## config.mk

```make
export PLATFORM = sky130hd
export DESIGN_NAME = pipe_hazard_ctrl
export DESIGN_NICKNAME = d
export VERILOG_FILES = /design/src/rtl/pipe_ctrl_pkg.sv /design/src/rtl/load_use_detect.sv /design/src/rtl/pipe_hazard_ctrl.sv
export SDC_FILE = /design/constraint.sdc
export NUM_CORES = 1
export LEC_CHECK = 0
export CAP_MARGIN = 20
export CORE_MARGIN = 2
export CORE_UTILIZATION = 41
export CTS_CLUSTER_DIAMETER = 100
export DETAILED_ROUTE_END_ITERATION = 7
export PLACE_DENSITY = 0.71
export SLEW_MARGIN = 20
export SYNTH_ARGS = -nofsm -noshare
export SYNTH_HDL_FRONTEND = slang
export SYNTH_SLANG_ARGS = --single-unit
```

## constraint.sdc

```tcl
create_clock -name clk_i -period 2.1 [get_ports clk_i]
set_input_delay 0.42 -clock clk_i [delete_from_list [all_inputs] [get_ports clk_i]]
set_output_delay 0.42 -clock clk_i [all_outputs]
set_load 0.02 [all_outputs]
```

## src/rtl/pipe_ctrl_pkg.sv

```systemverilog
// rtl/pipe_ctrl_pkg.sv - shared types and constants for the pipeline control unit
package pipe_ctrl_pkg;

    typedef enum logic [1:0] {
        ST_RUN      = 2'd0,
        ST_MEM_WAIT = 2'd1,
        ST_ERROR    = 2'd2
    } state_e;

    localparam logic [4:0] REG_ZERO = 5'd0;

endpackage

```

## src/rtl/load_use_detect.sv

```systemverilog
// rtl/load_use_detect.sv - combinational load-use hazard comparator
module load_use_detect
    import pipe_ctrl_pkg::*;
(
    input  logic [4:0] id_rs_i,
    input  logic [4:0] id_rt_i,
    input  logic       id_use_rs_i,
    input  logic       id_use_rt_i,
    input  logic       ex_memread_i,
    input  logic [4:0] ex_rt_i,
    output logic       lu_o
);

    logic rs_hit;
    logic rt_hit;

    assign rs_hit = id_use_rs_i && (id_rs_i == ex_rt_i);
    assign rt_hit = id_use_rt_i && (id_rt_i == ex_rt_i);
    // A load into r0 is discarded, so it never creates a dependency.
    assign lu_o   = ex_memread_i && (ex_rt_i != REG_ZERO) && (rs_hit || rt_hit);

endmodule

```

## src/rtl/pipe_hazard_ctrl.sv

```systemverilog
// rtl/pipe_hazard_ctrl.sv - stall/flush/freeze control for the 5-stage pipeline
module pipe_hazard_ctrl
    import pipe_ctrl_pkg::*;
#(
    parameter int CNT_W    = 16,
    parameter int WAIT_MAX = 64
) (
    input  logic             clk_i,
    input  logic             rst_i,
    input  logic [4:0]       id_rs_i,
    input  logic [4:0]       id_rt_i,
    input  logic             id_use_rs_i,
    input  logic             id_use_rt_i,
    input  logic             ex_memread_i,
    input  logic [4:0]       ex_rt_i,
    input  logic             mem_pcsrc_i,
    input  logic             mem_access_i,
    input  logic             dm_ready_i,
    output logic             pc_en_o,
    output logic             if_id_en_o,
    output logic             id_ex_en_o,
    output logic             ex_mem_en_o,
    output logic             mem_wb_en_o,
    output logic             if_id_flush_o,
    output logic             id_ex_flush_o,
    output logic             ex_mem_flush_o,
    output logic             mem_wb_bubble_o,
    output logic [1:0]       state_o,
    output logic [CNT_W-1:0] stall_cnt_o,
    output logic [CNT_W-1:0] flush_cnt_o,
    output logic             err_o
);

    localparam int              WAIT_W   = $clog2(WAIT_MAX + 1);
    localparam logic [CNT_W-1:0] CNT_SAT = {CNT_W{1'b1}};

    state_e             state_q, state_d;
    logic [WAIT_W-1:0]  wait_cnt_q, wait_cnt_d, wait_inc;
    logic [CNT_W-1:0]   stall_cnt_q, stall_cnt_d;
    logic [CNT_W-1:0]   flush_cnt_q, flush_cnt_d;
    logic               lu;
    logic               w;
    logic               stall_evt;
    logic               flush_evt;

    load_use_detect u_lu (
        .id_rs_i      (id_rs_i),
        .id_rt_i      (id_rt_i),
        .id_use_rs_i  (id_use_rs_i),
        .id_use_rt_i  (id_use_rt_i),
        .ex_memread_i (ex_memread_i),
        .ex_rt_i      (ex_rt_i),
        .lu_o         (lu)
    );

    assign w        = mem_access_i && !dm_ready_i;
    assign wait_inc = wait_cnt_q + WAIT_W'(1);

    // Enables are gated by rst_i directly so the pipe stays frozen while reset is held.
    always_comb begin
        pc_en_o         = 1'b0;
        if_id_en_o      = 1'b0;
        id_ex_en_o      = 1'b0;
        ex_mem_en_o     = 1'b0;
        mem_wb_en_o     = 1'b0;
        if_id_flush_o   = 1'b0;
        id_ex_flush_o   = 1'b0;
        ex_mem_flush_o  = 1'b0;
        mem_wb_bubble_o = 1'b0;
        stall_evt       = 1'b0;
        flush_evt       = 1'b0;
        if (rst_i && state_q != ST_ERROR) begin
            if (w) begin
                mem_wb_en_o     = 1'b1;
                mem_wb_bubble_o = 1'b1;
                stall_evt       = 1'b1;
            end else if (mem_pcsrc_i) begin
                pc_en_o        = 1'b1;
                if_id_en_o     = 1'b1;
                id_ex_en_o     = 1'b1;
                ex_mem_en_o    = 1'b1;
                mem_wb_en_o    = 1'b1;
                if_id_flush_o  = 1'b1;
                id_ex_flush_o  = 1'b1;
                ex_mem_flush_o = 1'b1;
                flush_evt      = 1'b1;
            end else if (lu) begin
                id_ex_en_o    = 1'b1;
                ex_mem_en_o   = 1'b1;
                mem_wb_en_o   = 1'b1;
                id_ex_flush_o = 1'b1;
                stall_evt     = 1'b1;
            end else begin
                pc_en_o     = 1'b1;
                if_id_en_o  = 1'b1;
                id_ex_en_o  = 1'b1;
                ex_mem_en_o = 1'b1;
                mem_wb_en_o = 1'b1;
            end
        end
    end

    always_comb begin
        state_d     = state_q;
        wait_cnt_d  = wait_cnt_q;
        stall_cnt_d = stall_cnt_q;
        flush_cnt_d = flush_cnt_q;
        if (state_q != ST_ERROR) begin
            wait_cnt_d = w ? wait_inc : '0;
            if (stall_evt && stall_cnt_q != CNT_SAT) begin
                stall_cnt_d = stall_cnt_q + CNT_W'(1);
            end
            if (flush_evt && flush_cnt_q != CNT_SAT) begin
                flush_cnt_d = flush_cnt_q + CNT_W'(1);
            end
            if (w && wait_inc == WAIT_W'(WAIT_MAX)) begin
                state_d = ST_ERROR;
            end else if (state_q == ST_RUN && w) begin
                state_d = ST_MEM_WAIT;
            end else if (state_q == ST_MEM_WAIT && dm_ready_i) begin
                state_d = ST_RUN;
            end
        end
    end

    always_ff @(posedge clk_i or negedge rst_i) begin
        if (!rst_i) begin
            state_q     <= ST_RUN;
            wait_cnt_q  <= '0;
            stall_cnt_q <= '0;
            flush_cnt_q <= '0;
        end else begin
            state_q     <= state_d;
            wait_cnt_q  <= wait_cnt_d;
            stall_cnt_q <= stall_cnt_d;
            flush_cnt_q <= flush_cnt_d;
        end
    end

    assign state_o     = state_q;
    assign stall_cnt_o = stall_cnt_q;
    assign flush_cnt_o = flush_cnt_q;
    assign err_o       = (state_q == ST_ERROR);

endmodule

```

# Word level (Yosys, flattened, before mapping)
# Index checks and enable logic that the tools add are counted.
# op_classes
muxes	23
reduce_logical	19
n_addsub	3
eq_ne	8
# op_table
operator	n
16-bit by 1-bit adder with 16-bit output (second input constant)	2
16-bit inequality test (second input constant)	2
1-bit two-way mux	19
1-bit logical AND	11
5-bit == test	2
7-bit by 1-bit adder with 7-bit output (second input constant)	1
7-bit == test (second input constant)	1
7-bit two-way mux	1
2-bit two-way mux	3
2-bit AND reduction	3
5-bit nonzero test	1
3-bit nonzero test	1
2-bit by 1-bit == test with 1-bit output (second input constant)	1
2-bit == test (second input constant)	1
2-bit logical NOT	1
2-bit inequality test (second input constant)	1
1-bit logical NOT	1
1-bit logical OR	1
# word_totals
wordCells	57
input_bits	23
register_bits	41
out_inout_bits	44

# Longest topological paths before layout
# Gate-level depths: netlist of the first run.
# logic_depth
ltp_word	10
depth_mapped	7
ltp_nobuf	7

# Hierarchy
# A second synthesis of the first run with hierarchy kept.
# unflattened
hier_cells	231
area_unflattened_um2	2288.4
# modules_own_cells
mod	area_per_inst_um2	n_inst	seq_area_each_um2	cells_per_inst
pipe_hazard_ctrl	2154.6	1	1026.0	214
load_use_detect	133.9	1	0.0	17

# Least setup slack after synthesis of the first run
# No wires, ideal clock.
# synth_path
path_type	reg2out
startpoint	reg state_q[0] (netlist: state_o[0])
endpoint	out pc_en_o
n_path_buf	1
stages_incl_launch_ff	6
arrival_ps	2073
setup_slack_ps	-393
t_required_ps	1680
path_cell_list	dfrtp_1 > nand2b_1 > nand2_1 > nor2_1 > a21boi_0 > buf_4
# synth_between
elab_chain_cells	3
# synth_lines
element	line_no	source
start, declared	pipe_hazard_ctrl.sv:37	state_e state_q, state_d;
start signal, assigned	pipe_hazard_ctrl.sv:133	state_q <= state_d;
2-bit inequality test	pipe_hazard_ctrl.sv:72	if (rst_i && state_q != ST_ERROR) begin
1-bit logical AND	pipe_hazard_ctrl.sv:72	
1-bit two-way mux	n/a	
end, declared	pipe_hazard_ctrl.sv:19	output logic pc_en_o,
# Every way passes these cells.

# Final worst setup path of the first run
# layout_path
startpoint	in ex_rt_i[3]
endpoint	out id_ex_flush_o
# layout_between
elab_chain_cells	8
word_cells_on_any_way	12
classes_between	eq/ne: 2; mux: 4; reduce/logical: 6
# layout_lines
element	line_no	source
start, declared	pipe_hazard_ctrl.sv:15	input logic [4:0] ex_rt_i,
5-bit == test, on equally long branches	load_use_detect.sv:17, load_use_detect.sv:18	
1-bit logical AND, on equally long branches	load_use_detect.sv:17, load_use_detect.sv:18	
1-bit logical OR	load_use_detect.sv:20	assign lu_o = ex_memread_i && (ex_rt_i != REG_ZERO) && (rs_hit || rt_hit);
1-bit logical AND (*)	load_use_detect.sv:20	
1-bit two-way mux (*)	pipe_hazard_ctrl.sv:87	end else if (lu) begin
1-bit two-way mux (*)	pipe_hazard_ctrl.sv:77	end else if (mem_pcsrc_i) begin
1-bit two-way mux (*)	pipe_hazard_ctrl.sv:73	if (w) begin
1-bit two-way mux (*)	pipe_hazard_ctrl.sv:72	
end, declared	pipe_hazard_ctrl.sv:25	output logic id_ex_flush_o,
# Mark *: on every way between the ends. The rest lies on a longest branch, timed or not.

==> results of run 1 <==
-- cells by family (layout without fill, tap and decap cells) --
logic type                 Yosys count  after routing  share of synthesized area [%]
and+or+nand+nor                    103            103                          22.94
adders and majority gates            4              4                          2.277
buffers and inverters               12            102                          2.959
DFF                                 41             41                          46.67
AOI/OAI and AO/OA                   23             23                          6.887
muxes                                3              3                          1.537
xor gates and xnor gates            42             42                          16.73
-- critical path: cells and delay by family --
family	cells	cell delay (ns)
buffers and inverters	2	0.22
AND/OR/NAND/NOR	2	0.74
AO/OA/AOI/OAI	2	0.32
-- through the flow --
stage                     util [%]  hold slack (ns)  instances
after detailed placement     59.81           0.4235        380
after floorplan                  -           0.1244        228
final                        61.76           0.1150        388
after global routing         61.76           0.1180        388
after CTS                    61.34           0.1066        388
after global placement       59.81           0.4264        380
-- registers in the layout, indices dropped and copies added (netlist names) --
signal / flops
flush_cnt_o: 16
stall_cnt_o: 16
state_o: 2
wait_cnt_q: 7
-- how the worst max path moves through the flow --
stage                           from            end  slack, ns  cells after the start
after CTS                 ex_rt_i[3]  id_ex_flush_o      -0.07                      6
final                     ex_rt_i[3]  id_ex_flush_o      -0.02                      6
after floorplan           state_o[0]        pc_en_o       0.05                      5
after detailed placement  ex_rt_i[1]  id_ex_flush_o      -0.75                      6
after global routing      ex_rt_i[3]  id_ex_flush_o      -0.06                      6
after global placement    ex_rt_i[1]  id_ex_flush_o      -0.73                      6
-- Yosys cell counts (all sizes together) --
cell type,count
or4,1
o21a,1
nor4,1
ha,4
nor2,18
mux2,3
clkbuf,2
dfrtp,41
nor2b,1
xnor2,32
nand3,16
and2,1
nand2,29
a21boi,1
buf,5
a21oi,5
or2,1
xor2,10
a31oi,2
inv,4
nor3,9
nand4,15
nand2b,2
and2b,1
o21ai,10
a211oi,1
a22o,1
a21o,1
and3,8
o22ai,1
clkinv,1
-- power by group through the flow --
stage	combinational (mW)	sequential (mW)	clock, mW
global placement	0.640	1.02	0
detailed placement	0.648	1.02	0
CTS	0.645	1.01	0.548
global route	0.686	1.03	0.593
finish	0.640	1.01	0.528
floorplan	0.211	1.11	0
-- layer usage --
layer | vias to the layer above | track usage, %
li1 | 961 | -
met1 | 918 | 23.89
met2 | 45 | 29.13
met3 | 4 | 4.588
met4 | 0 | 4.464
met5 | - | 0
-- what timing repair did --
item,4_1_cts,5_1_grt
pin swaps,9,7
resized for setup,46,14
hold buffers,0,0
setup buffers,1,0
endpoints found under the setup margin,17,8
-- final cells by class --
class | count | area (um^2)
Fill cell | 487 | 1966
Multi-Input combinational cell | 175 | 1129
Inverter | 5 | 18.77
Sequential cell | 41 | 1026
Tap cell | 70 | 87.58
Clock inverter | 1 | 7.507
Clock buffer | 6 | 82.58
Timing Repair Buffer | 90 | 823.3
==> flow_summary.yaml, run 1 <==
grt:
  overflow: 0
  grt_pass1_wl_mm: 8.604
  grt_pass1_vias: 1833
  antenna_found_initial: 0
  grt_max_degree: 32
  grt_use_total_pct: 17.91
drt:
  detail_route.vias_per_cell: 4.969
  drcViolationCount: 0
  wl_met1_mm: 2.314
  initialDrtViolationCount: 81
  vias: 1928
  route.met3.wl_um: 198
  firstDrtPassIters: 4
  top_layer: "met4"
  wl_met2_mm: 2.566
  antenna_left: 0
  wl_per_cell_um: 13.15
  wl_mm: 5.104
pwr:
  clkPwrFrac_pct: 24.2
  p_leak_nw: 1.458
  p_seq_share_pct: 46.4
  p_int_mw: 1.481
  peakVddDrop_mv: 0.5668
  power_frac_comb_pct: 29.4
  power_mw: 2.179
  switching_power_mw: 0.6977
  swShare_pct: 32.02
  p_per_area_nw_per_um2: 686.5
setup_path:
  crit_top_cell: "buf_6"
  cp-end-kind: "primary output"
  critical-path-slowest-cell: "or4_4"
  r2r-start: "state_o[1]"
  required_ns: 1.68
  path_cells: "buf_6 -> or4_4 -> o21ai_2 -> and2b_2 -> o21a_1 -> buf_6"
  r2r_cells: 8
  crit_arrival_ns: 1.70
  path_max_fanout: 2
  crit_path_start_kind: "primary input"
  crit_type: "in2out"
  timing.rr.end: "flush_cnt_o[11]"
  r2r_slack_ns: 0.33
  critPathMaxStageDelay_ns: 0.52
clocking:
  clockRootBuffer: "clkbuf_8"
  clockBufferDepth: 2
  numCtsBuffers: 5
  cts_tree: "done"
  insertion_delay_ns: 0.29
  h-tree-depth: 2
  clock-sinks: 41
  clk_pin_slew_ns: 0.08
yosys:
  synth.largest_area_cell: "dfrtp_1"
  yosys-top-cells-area: "dfrtp_1 (47%), xnor2_1 (13%), nand2_1 (5.0%), nand4_1 (4.3%), xor2_1 (4.0%)"
  synth_area_um2: 2198
  synth_area_per_cell_um2: 9.642
  yosysTopAreaCellShare_pct: 46.67
  syn_nets: 255
  synth_cell_type_count: 36
  yosysSeqAreaShare_pct: 46.67
  ys_seq_elements: 41
  ys_warn_count: 0
  synthCells: 228
timing:
  fin_crit_sh_pct: 101.0
  setup_tns_ns: -0.02106
  tightest_slew_ns: 0.3900
  slew_viol_final: 0
  min_period_ns: 2.121
  maxSlewHeadroom_pct: 74.00
  fin_skew_ns: 0.006725
  hold_violations: 0
  setup_ws_ns: -0.02106
  setup_viol: 1
  grt_setup_unrepaired: "yes"
  fmax_mhz: 471.5
floorplanning:
  io_pins: 67
  die_w_um: 77.23
  start_util_pct: 42.77
  fp-row-count: 26
  die_h_um: 77.23
  core_area_um2: 5140
  dieArea_um2: 5964
placed_design:
  place_area_um2: 3074
  place_ws_ns: -0.7520
  port_buffers: 66
  place_hpwl_mm: 3.907
  gp_congestion: 0.8864
final_layout:
  syn_to_final_growth_pct: 44.39
  fin_area_um2: 3174
  layout_commonest_cell: "clkdlybuf4s50_1"
  final_cell_mix: "clkdlybuf4s50_1 (43), dfrtp_1 (41), xnor2_1 (32), nand2_1 (29), buf_4 (25)"
  diodes: 0
  drive_above_1_share_pct: 17.61
  nets: 345
worst_hold_path:
  hold_class: "in2async"
outcome:
  violations: "setup timing"
  status: "finished, violations left"
job:
  max-cap-violations: 0
Note: power is estimated with default switching activity, not from simulation.
==> run 2, diff against run 1 <==
CAP_MARGIN = 5   (was 20)
SYNTH_HIERARCHICAL = 1   (was not set)
==> run 2 against run 1 <==
  * The flow still finishes with violations (setup timing)
  * Global-route usage rose by 0.85 points
  * Core utilization rose by 0.75 points
  * Critical path depth rose by 5
  * Worst hold slack improved by 0.074 ns
  * Combinational power rose by 4.1%
  * Sequential cell count did not move
  * Maximum frequency fell by 0.29%
  * Via count rose by 3.2%
  * First-iteration DRC count rose by 53%
  * Final area rose by 7.1%
  * Sequential share of layout area fell by 2.1 points
  * Largest cell class unchanged
  * Highest routed layer unchanged
==> flow_summary.yaml, run 2 <==
outcome:
  status: "finished, violations left"
  violations: "setup timing"
placed_design:
  placed_cells: 381
  place_hpwl_mm: 4.094
  port_buffers: 66
  gp_congestion: 0.8536
timing:
  setup_ws_ns: -0.02722
  fin_skew_ns: 0.003845
  setup_tns_ns: -0.1071
  hold_violations: 0
  maxSlewHeadroom_pct: 69.15
  setup_viol: 5
  slew_viol_final: 0
  fin_crit_sh_pct: 101.3
  grt_setup_unrepaired: "yes"
  fmax_mhz: 470.1
  min_period_ns: 2.127
  tightest_slew_ns: 0.4627
floorplanning:
  die_w_um: 78.71
  fp-row-count: 27
  io_pins: 67
  start_util_pct: 42.08
  dieArea_um2: 6195
  core_area_um2: 5439
  die_h_um: 78.71
drt:
  detail_route.vias_per_cell: 5.100
  drcViolationCount: 0
  wl_mm: 5.576
  wl_per_cell_um: 14.30
  initialDrtViolationCount: 124
  firstDrtPassIters: 4
  antenna_left: 0
  vias: 1989
final_layout:
  final_cell_mix: "clkdlybuf4s50_1 (42), dfrtp_1 (41), nand3_1 (22), xnor2_1 (22), nand2_1 (20)"
  nets: 344
  instances_no_fill: 390
  diodes: 0
  syn_to_final_growth_pct: 48.55
  drive_above_1_share_pct: 24.53
  layout_commonest_cell: "clkdlybuf4s50_1"
yosys:
  synthFlopType: "dfrtp_1"
  synth_area_per_cell_um2: 9.907
  ys_warn_count: 6
  synth_area_um2: 2288
  synth.largest_area_cell: "dfrtp_1"
  synthTopCellsByCount: "dfrtp_1 (41), xnor2_1 (24), nand3_1 (23)"
  syn_nets: 258
  synth_cell_type_count: 41
  yosysTopAreaCellShare_pct: 44.83
  synthCells: 231
  synthArstFlopShare_pct: 100.0
  yosysSeqAreaShare_pct: 44.83
  synth_edf_count: 0
  ys_seq_elements: 41
  yosys-top-cells-area: "dfrtp_1 (45%), xnor2_1 (9.2%), xor2_1 (7.3%), nand3_1 (5.0%), nand2_1 (3.6%)"
  synth_most_common_cell: "dfrtp_1"
clocking:
  postCtsHoldBufs: 0
  numCtsBuffers: 5
  clk_pin_slew_ns: 0.09
  h-tree-depth: 2
  cts_tree: "done"
  clock-sinks: 41
  clockRootBuffer: "clkbuf_8"
  clockBufferDepth: 2
  insertion_delay_ns: 0.29
grt:
  gr-max-usage-layer: "met2"
  grtUsageMet2_pct: 31.45
  grt_max_degree: 37
  grt_pass1_vias: 1993
  use_met1_pct: 23.76
  overflow: 0
  antenna_found_initial: 0
  grt_util_met3_pct: 4.091
  grt_use_total_pct: 18.75
  grt_pass1_wl_mm: 9.190
pwr:
  peakVddDrop_mv: 0.5316
  p_leak_nw: 1.513
  p_per_area_nw_per_um2: 720.4
setup_path:
  crit_type: "in2reg"
  r2r_slack_ns: 0.28
  path_cells: "buf_8 -> xor2_2 -> nor4_2 -> nand3_1 -> a21oi_2 -> nor2b_4 -> buf_6 -> o2111ai_4 -> nor3_4 -> buf_4 -> xor2_1"
  crit_path_start_kind: "primary input"
  crit_arrival_ns: 2.34
  critical-path-slowest-cell: "nor4_2"
  timing.rr.end: "stall_cnt_o[13]"
  required_ns: 2.31
  cp-end-kind: "register"
  r2r_cells: 6
  r2r-start: "stall_cnt_o[0]"
  critPathMaxStageDelay_ns: 0.31
  path_max_fanout: 3
worst_hold_path:
  hold_class: "in2async"
job:
  max-cap-violations: 0
[run 2: cell families (layout without fill, tap and decap cells)]
logic type | after synthesis | count (layout) | synth area share [%]
and+or+nand+nor | 102 | 102 | 24.93
adders and majority gates | 4 | 4 | 2.187
AOI/OAI and AO/OA | 25 | 25 | 7.491
muxes | 2 | 2 | 0.9841
buffers and inverters | 14 | 101 | 3.117
DFF | 41 | 41 | 44.83
xor gates and xnor gates | 43 | 43 | 16.46
[run 2: repair_timing]
action | in CTS | in global routing
pin swaps | 15 | 18
gates resized for setup | 64 | 36
setup endpoints to repair | 25 | 19
setup buffers | 1 | 0
[run 2: per-stage QoR]
step	total power [mW]	utilization (%)	instance area, um^2	setup slack [ns]	hold slack (ns)
3_5_place_dp	1.660	57.58	3132	-0.8148	0.4948
3_3_place_gp	1.656	57.58	3132	-0.7593	0.4768
2_1_floorplan	1.323	-	2291	-0.02102	0.1244
6_report	2.449	62.50	3400	-0.02722	0.1888
4_1_cts	2.446	61.17	3327	-0.1037	0.1935
5_1_grt	2.567	62.50	3400	-0.1804	0.1902
[run 2: layer usage]
layer | vias up | routed length [um] | share of wire, %
met3 | 13 | 207 | 3.7
met1 | 961 | 2385 | 43
li1 | 966 | - | -
met5 | - | 0 | 0
met4 | 0 | 113 | 2.0
met2 | 49 | 2869 | 51
[run 2: layout make-up]
class                   count  area [um^2]
repair buffers             85        769.5
inverters                   8        31.28
clock buffers               5        68.82
clock inverters             3        68.82
flip-flops and latches     41         1026
fillers                   467         2039
multi-input cells         176         1345
well taps                  72        90.09
[run 2: worst max path at each step]
stage,from,end,depth (start not counted)
after floorplan,ex_rt_i[0],stall_cnt_o[10],9
after global placement,ex_rt_i[0],pc_en_o,7
after detailed placement,ex_rt_i[0],if_id_en_o,7
after CTS,ex_rt_i[0],if_id_en_o,7
after global routing,ex_rt_i[3],stall_cnt_o[6],11
final,ex_rt_i[3],stall_cnt_o[6],11
[run 2: power breakdown]
part           internal, mW  leakage, nW  switching (mW)
clock                 0.479       0.0687           0.286
sequential            0.883        0.549           0.136
combinational         0.335        0.896           0.330
total                  1.70         1.51           0.752
[run 2: critical path, delay by kind of cell]
| kind | cells | cell delay, ns |
|---|---|---|
| AO/OA/AOI/OAI | 2 | 0.33 |
| XOR/XNOR | 2 | 0.30 |
| buffers and inverters | 3 | 0.38 |
| AND/OR/NAND/NOR | 4 | 0.91 |
